--- config.mk ---
export PLATFORM = sky130hd
export DESIGN_NAME = register_en4
export DESIGN_NICKNAME = d
export VERILOG_FILES = /design/src/rtl/register_en4_pkg.sv /design/src/rtl/register_en4_dff_en.sv /design/src/rtl/register_en4.sv
export SDC_FILE = /design/constraint.sdc
export NUM_CORES = 1
export LEC_CHECK = 0
export CAP_MARGIN = 0
export CORE_AREA = 5 5 42 44
export DETAILED_ROUTE_END_ITERATION = 12
export DIE_AREA = 0 0 47 49
export MAX_ROUTING_LAYER = met4
export PLACE_DENSITY = 0.35
export SETUP_SLACK_MARGIN = 0.1
export SKIP_LAST_GASP = 1
export SYNTH_ARGS = -nofsm -noshare
export SYNTH_HDL_FRONTEND = slang
export SYNTH_SLANG_ARGS = --single-unit
--- constraint.sdc ---
create_clock -name i_clk -period 0.9 [get_ports i_clk]
set_clock_uncertainty 0.2 [all_clocks]
set_input_delay 0.09 -clock i_clk [delete_from_list [all_inputs] [get_ports i_clk]]
set_output_delay 0.09 -clock i_clk [all_outputs]
set_load 0.02 [all_outputs]
--- src/rtl/register_en4_pkg.sv ---
// Shared constants for the enable register slice.
package register_en4_pkg;

  localparam int unsigned DEFAULT_WIDTH = 4;

  // Selects bit idx of a reset pattern; keeps the generate loop free of slicing noise.
  function automatic logic reset_bit(input logic [63:0] pattern, input int unsigned idx);
    return pattern[idx];
  endfunction

endpackage

--- src/rtl/register_en4_dff_en.sv ---
// Single flop with load enable and a synchronous active-low reset to a per-bit value.
module dff_en #(
  parameter logic RESET_BIT = 1'b0
) (
  input  logic clk,
  input  logic rst_n,
  input  logic en,
  input  logic d,
  output logic q
);

  // Reset wins over enable; with neither, the flop holds.
  always_ff @(posedge clk) begin
    if (!rst_n) begin
      q <= RESET_BIT;
    end else if (en) begin
      q <= d;
    end
  end

endmodule

--- src/rtl/register_en4.sv ---
// WIDTH-bit storage register: one dff_en per bit, all sharing a common enable and reset.
module register_en4
  import register_en4_pkg::*;
#(
  parameter int unsigned       WIDTH       = DEFAULT_WIDTH,
  parameter logic [WIDTH-1:0]  RESET_VALUE = '0
) (
  input  logic             i_clk,
  input  logic             i_rst_n,
  input  logic [WIDTH-1:0] i_d,
  input  logic             i_en,
  output logic [WIDTH-1:0] o_q
);

  localparam logic [63:0] RESET_PATTERN = 64'(RESET_VALUE);

  // Every bit loads on the same enable; there are no partial writes.
  for (genvar i = 0; i < WIDTH; i++) begin : g_bit
    dff_en #(
      .RESET_BIT (reset_bit(RESET_PATTERN, i))
    ) u_dff (
      .clk   (i_clk),
      .rst_n (i_rst_n),
      .en    (i_en),
      .d     (i_d[i]),
      .q     (o_q[i])
    );
  end

endmodule

==> qor.txt, run 1 <==
CP required: 0.61 ns
num rows: 14
RSZ-0062 raised after global routing: yes
Ports: 11
R2R cell count: 2
DR pass1 iterations: 1
die area: 2303 um2
cells after synthesis: 17
Core ar.: 1401 um2
Cells after DPL: 38
layout cell share with drive strength beyond 1: 0.4400
antenna violations before repair: 0
Avg WL per Cell: 8.707 um
worst vdd ir: 0.0005210 V
fmax: 1.040 GHz
vias in the first global route: 142
Worst R2R End: g_bit[1].u_dff.q$_SDFFE_PN0P_
Leakage Power: 0.1281 nW
vias after detailed routing: 127
fin crit period: 0.9615 ns
Yosys Warn Count: 0
Routed WL: 357 um
hold path startpoint: i_en
total CTS buffers: 3
Min Hold Slack: 0.2216 ns
min-delay worst type: input pin to flip-flop
Max Slew Vio Count: 0
GR Overflow Total: 0
setup bufs post-CTS: 0
Worst EP arrival: 0.67 ns
aggregate global-route resource usage: 0.04260
PD cells: 1683 nW/um2
slowest stage delay, CP: 0.33 ns
DRT iter0 DRCs: 0
Regs by FF count: g_bit.u_dff.q: 4 flops
CTS clock-pin slew for the worst setup and hold paths: 0.04 ns
worst-skew pair later-pin latency: 0.23 ns
Via density: 3.098
Synth Cell Area: 186.4 um2
Max Cap Violations: 0
htree depth: 1
Most flops, register: g_bit.u_dff.q
CP Max Fanout: 2
Crit path buffers/inverters: 1
nature of the critical path endpoint: output pin
status: complete, but fails checks
Die Span Y: 49 um
port bufs: 10
Slowest cell on crit path: dfxtp_2
unique cell type count in the Yosys netlist: 5
Die X: 47 um
Diodes inserted: 0
sequential share of the synthesized area: 0.4295
Post-DRT Antenna Nets: 0
cts hold-fix bufs: 0
CP top delay family: flip-flops
worst hold path depth: 3
failing checks: negative setup slack
fillcell total: 170
Net count, final: 34
Reg2Reg Setup Slack: 0.09 ns
Area Growth Syn to Fin: 59.06%
total power: 499.1 uW
crit start category: flip-flop
TritonCTS clock tree: yes
Initial Utilization: 0.1330
period utilization: 1.068
final setup violating endpoints: 4
Hold EP: g_bit[0].u_dff.q$_SDFFE_PN0P_
pin count of the biggest net entering global routing: 5
CTS max path bufs: 2
CTS resizes: 29
Crit Path Category: flip-flop to output pin
Largest register FFs: 4
Net Count, Synth: 24
number of synthesized register bits: 4
clock sinks: 4
global-route wire length before repair: 579 um
Worst Setup SP: g_bit[0].u_dff.q$_SDFFE_PN0P_
Rel. slew slack: 0.8512
Final Hold Vio Count: 0
crit path cell chain: buf_6
Final WS setup: -0.06154 ns
Reg-to-Reg Start: g_bit[1].u_dff.q$_SDFFE_PN0P_
Least-Margin Pin Slew: 0.2231 ns
routability cong.: 0.5826
# DRC: 0
Non-Filler Instances: 41
Root Buffer: clkbuf_4
Mapped Avg Cell Area: 10.97 um2
## per-layer routing
layer  share of wire  vias to the layer above  global-route usage  routed length, um
met5               0                        -                   -                  0
met4               0                        0             0.06912                  0
met3           0.017                        0             0.02214                  6
met2            0.69                        2             0.06109                248
met1            0.29                       58             0.02418                102
li1                -                       67                   -                  -
## synthesized netlist by cell type
cell type  count  area share
buf_4          4        0.16
dfxtp_1        4        0.43
mux2i_1        4        0.21
nor2b_1        4        0.13
buf_6          1       0.060
## worst max path at each step
stage | to | slack [ns] | cells after the start
5_1_grt | o_q[0] | -0.1 | 1
3_3_place_gp | g_bit[2].u_dff.q$_SDFFE_PN0P_ | -0.39 | 3
3_5_place_dp | g_bit[1].u_dff.q$_SDFFE_PN0P_ | -0.40 | 3
6_report | o_q[0] | -0.06 | 1
4_1_cts | o_q[1] | -0.07 | 1
2_1_floorplan | g_bit[0].u_dff.q$_SDFFE_PN0P_ | 0.14 | 2
## logic make-up after synthesis
kind of cell / count (synthesis) / share of synthesized area
buf+inv: 5 / 0.2215
flops: 4 / 0.4295
mux: 4 / 0.2148
simple gates: 4 / 0.1342
## cells in the final DEF, fill, tap and decap left out
cell / instances
clkdlybuf4s50_1: 5
buf_6: 4
dfxtp_2: 4
nor2b_1: 4
dlygate4sd2_1: 1
mux2i_1: 4
clkbuf_4: 3
## stage by stage
stage	instance area [um2]	worst slack (ns)	TNS, ns	util
finish	296.5	-0.06154	-0.2267	0.2116
global route	296.5	-0.09638	-0.3552	0.2116
CTS	296.5	-0.07425	-0.2842	0.2116
detailed placement	265.3	-0.3995	-2.795	0.1893
global placement	265.3	-0.3949	-2.781	0.1893
floorplan	186.4	0.1420	0	-
## area by class of cell
type	instances	area, um2	area share
Clock buffer	3	22.52	0.07595
Sequential cell	4	85.08	0.2869
Tap cell	16	20.02	0.06751
Multi-Input combinational cell	8	65.06	0.2194
Timing Repair Buffer	10	103.9	0.3502
## power breakdown
group          internal [mW]  switching [mW]
logic                 0.0529          0.0306
clock network          0.149          0.0686
registers              0.191         0.00698
total                  0.393           0.106
## tightest hold or removal path, delay by kind of cell
family        cells  cell delay [ns]
buf+inv           1             0.32
mux               1             0.11
simple gates      1             0.10
No activity file was read; power rests on OpenSTA's default activity.
==> inputs of run 2 (changes only) <==
- SKIP_CTS_REPAIR_TIMING: unset -> 1
==> qor.txt, run 2 (synthesis results as in run 1) <==
final setup violating endpoints: 4 (unchanged)
failing checks: negative setup slack
CP Max Fanout: 2 (unchanged)
Post-DP Area: 265.3 um2 (unchanged)
Least-Margin Pin Slew: 0.2474 ns (+0.02423 ns)
CTS clock-pin slew for the worst setup and hold paths: 0.04 ns (about the same)
Layout Utilization: 0.2143 (+0.002679)
Net count, final: 34 (unchanged)
pin count of the biggest net entering global routing: 5 (unchanged)
Final Hold Vio Count: 0 (unchanged)
worst-skew pair later-pin latency: 0.23 ns (about the same)
htree depth: 1 (unchanged)
fillcell total: 170 (unchanged)
Sw Share: 0.2126 (about the same)
Multi-input gate area: 65.06 um2 (unchanged)
Sequential Power Share: 0.396 (about the same)
Most flops, register: g_bit.u_dff.q
port bufs: 10 (unchanged)
total power: 500.5 uW (+0.28%)
status: complete, but fails checks
R2R cell count: 2 (unchanged)
fin crit period: 0.9623 ns (+0.0007365 ns)
Placement Setup Slack: -0.3995 ns (unchanged)
nature of the critical path endpoint: output pin
cell internal pwr: 394.1 uW (+0.30%)
Diodes inserted: 0 (unchanged)
vias after detailed routing: 127 (unchanged)
hold path startpoint: i_en
worst hold path depth: 3 (unchanged)
crit path cell chain: buf_6
Slowest cell on crit path: dfxtp_2
commonest cells after routing, fill and taps aside: clkdlybuf4s50_1, mux2i_1, nor2b_1, dfxtp_2, buf_6
CTS max path bufs: 2 (unchanged)
Max Cap Violations: 0 (unchanged)
Routed WL: 358 um (+0.28%)
routability cong.: 0.5826 (unchanged)
Largest register FFs: 4 (unchanged)
Ports: 11 (unchanged)
CP top delay family: flip-flops
Net Sw Power: 106.4 uW (+0.22%)
Die Span Y: 49 um (unchanged)
clock sinks: 4 (unchanged)
Hold EP: g_bit[0].u_dff.q$_SDFFE_PN0P_
Core ar.: 1401 um2 (unchanged)
Worst EP arrival: 0.67 ns (about the same)
TritonCTS clock tree: yes
GR Overflow Total: 0 (unchanged)
Reg2Reg Setup Slack: 0.08 ns (about the same)
Crit Path Category: flip-flop to output pin
DR pass1 iterations: 1 (unchanged)
DRT iter0 DRCs: 0 (unchanged)
register area: 85.08 um2 (unchanged)
combinational fraction of design power: 0.170 (+0.003)
Root Buffer: clkbuf_4
Clk pwr share: 0.434 (-0.002)
Rel. slew slack: 0.8348 (-0.01642)
Final WS setup: -0.06227 ns (-0.0007365 ns)
Leakage Power: 0.1359 nW (+6.1%)
PD cells: 1667 nW/um2 (-0.97%)
RSZ-0062 raised after global routing: yes
Worst R2R End: g_bit[1].u_dff.q$_SDFFE_PN0P_
aggregate global-route resource usage: 0.04260 (unchanged)
vias in the first global route: 142 (unchanged)
most common cell after layout, fill and taps aside: clkdlybuf4s50_1
Via density: 3.098 (unchanged)
Reg-to-Reg Start: g_bit[1].u_dff.q$_SDFFE_PN0P_
num rows: 14 (unchanged)
layout cell share with drive strength beyond 1: 0.4400 (unchanged)
Regs by FF count: g_bit.u_dff.q: 4 flops
slowest stage delay, CP: 0.33 ns (about the same)
Max Slew Vio Count: 0 (unchanged)
Area Growth Syn to Fin: 61.07%
crit start category: flip-flop
min-delay worst type: input pin to flip-flop
fmax: 1.039 GHz (about the same)
Initial Utilization: 0.1330 (unchanged)
total CTS buffers: 3 (unchanged)
Post-DRT Antenna Nets: 0 (unchanged)
period utilization: 1.069 (about the same)
Die X: 47 um (unchanged)
worst vdd ir: 0.0004956 V (-4.9%)
antenna violations before repair: 0 (unchanged)
Crit path buffers/inverters: 1 (unchanged)
die area: 2303 um2 (unchanged)
Avg WL per Cell: 8.732 um (+0.28%)
# DRC: 0 (unchanged)
final instance area: 300.3 um2 (+1.3%)
global-route wire length before repair: 579 um (unchanged)
CP required: 0.61 ns (about the same)
-- run 2: area by class of cell --
type                    instances  area share
clock buffers                   3     0.07500
multi-input cells               8      0.2167
flip-flops and latches          4      0.2833
well taps                      16     0.06667
repair buffers                 10      0.3583
-- run 2: worst min-delay path: cells and delay by family --
family,cells,cell delay (ns)
buffers and inverters,1,0.19
muxes,1,0.17
and+or+nand+nor,1,0.06
-- run 2: how the worst max path moves through the flow --
stage | end | depth (start not counted) | from | slack (ns)
2_1_floorplan | g_bit[0].u_dff.q$_SDFFE_PN0P_ | 2 | g_bit[0].u_dff.q$_SDFFE_PN0P_ | 0.14
3_3_place_gp | g_bit[2].u_dff.q$_SDFFE_PN0P_ | 3 | i_en | -0.39
6_report | o_q[0] | 1 | g_bit[0].u_dff.q$_SDFFE_PN0P_ | -0.06
4_1_cts | o_q[1] | 1 | g_bit[1].u_dff.q$_SDFFE_PN0P_ | -0.57
5_1_grt | o_q[0] | 1 | g_bit[0].u_dff.q$_SDFFE_PN0P_ | -0.1
3_5_place_dp | g_bit[1].u_dff.q$_SDFFE_PN0P_ | 3 | i_en | -0.40
-- run 2: per-stage QoR --
stage / hold WS [ns] / instances / setup TNS, ns
final: 0.1200 / 41 / -0.2282
after global routing: 0.1201 / 41 / -0.3552
after CTS: 0.2884 / 41 / -2.834
after detailed placement: 0.3119 / 38 / -2.795
after global placement: 0.3056 / 38 / -2.781
after floorplan: 0.01817 / 17 / 0
-- run 2: power by group through the flow --
stage	Clock [mW]	Combinational [mW]	Sequential, mW
2_1_floorplan	0	0.0536	0.195
3_3_place_gp	0	0.0845	0.196
3_5_place_dp	0	0.0845	0.197
4_1_cts	0.234	0.0849	0.194
5_1_grt	0.252	0.0888	0.199
6_report	0.217	0.0848	0.198
-- run 2: metal layers --
layer	global-route usage	vias to the layer above	part of all wire
met5	-	-	0
met4	0.06912	0	0
met3	0.02214	0	0.017
met2	0.06109	2	0.69
met1	0.02418	58	0.29
li1	-	67	-
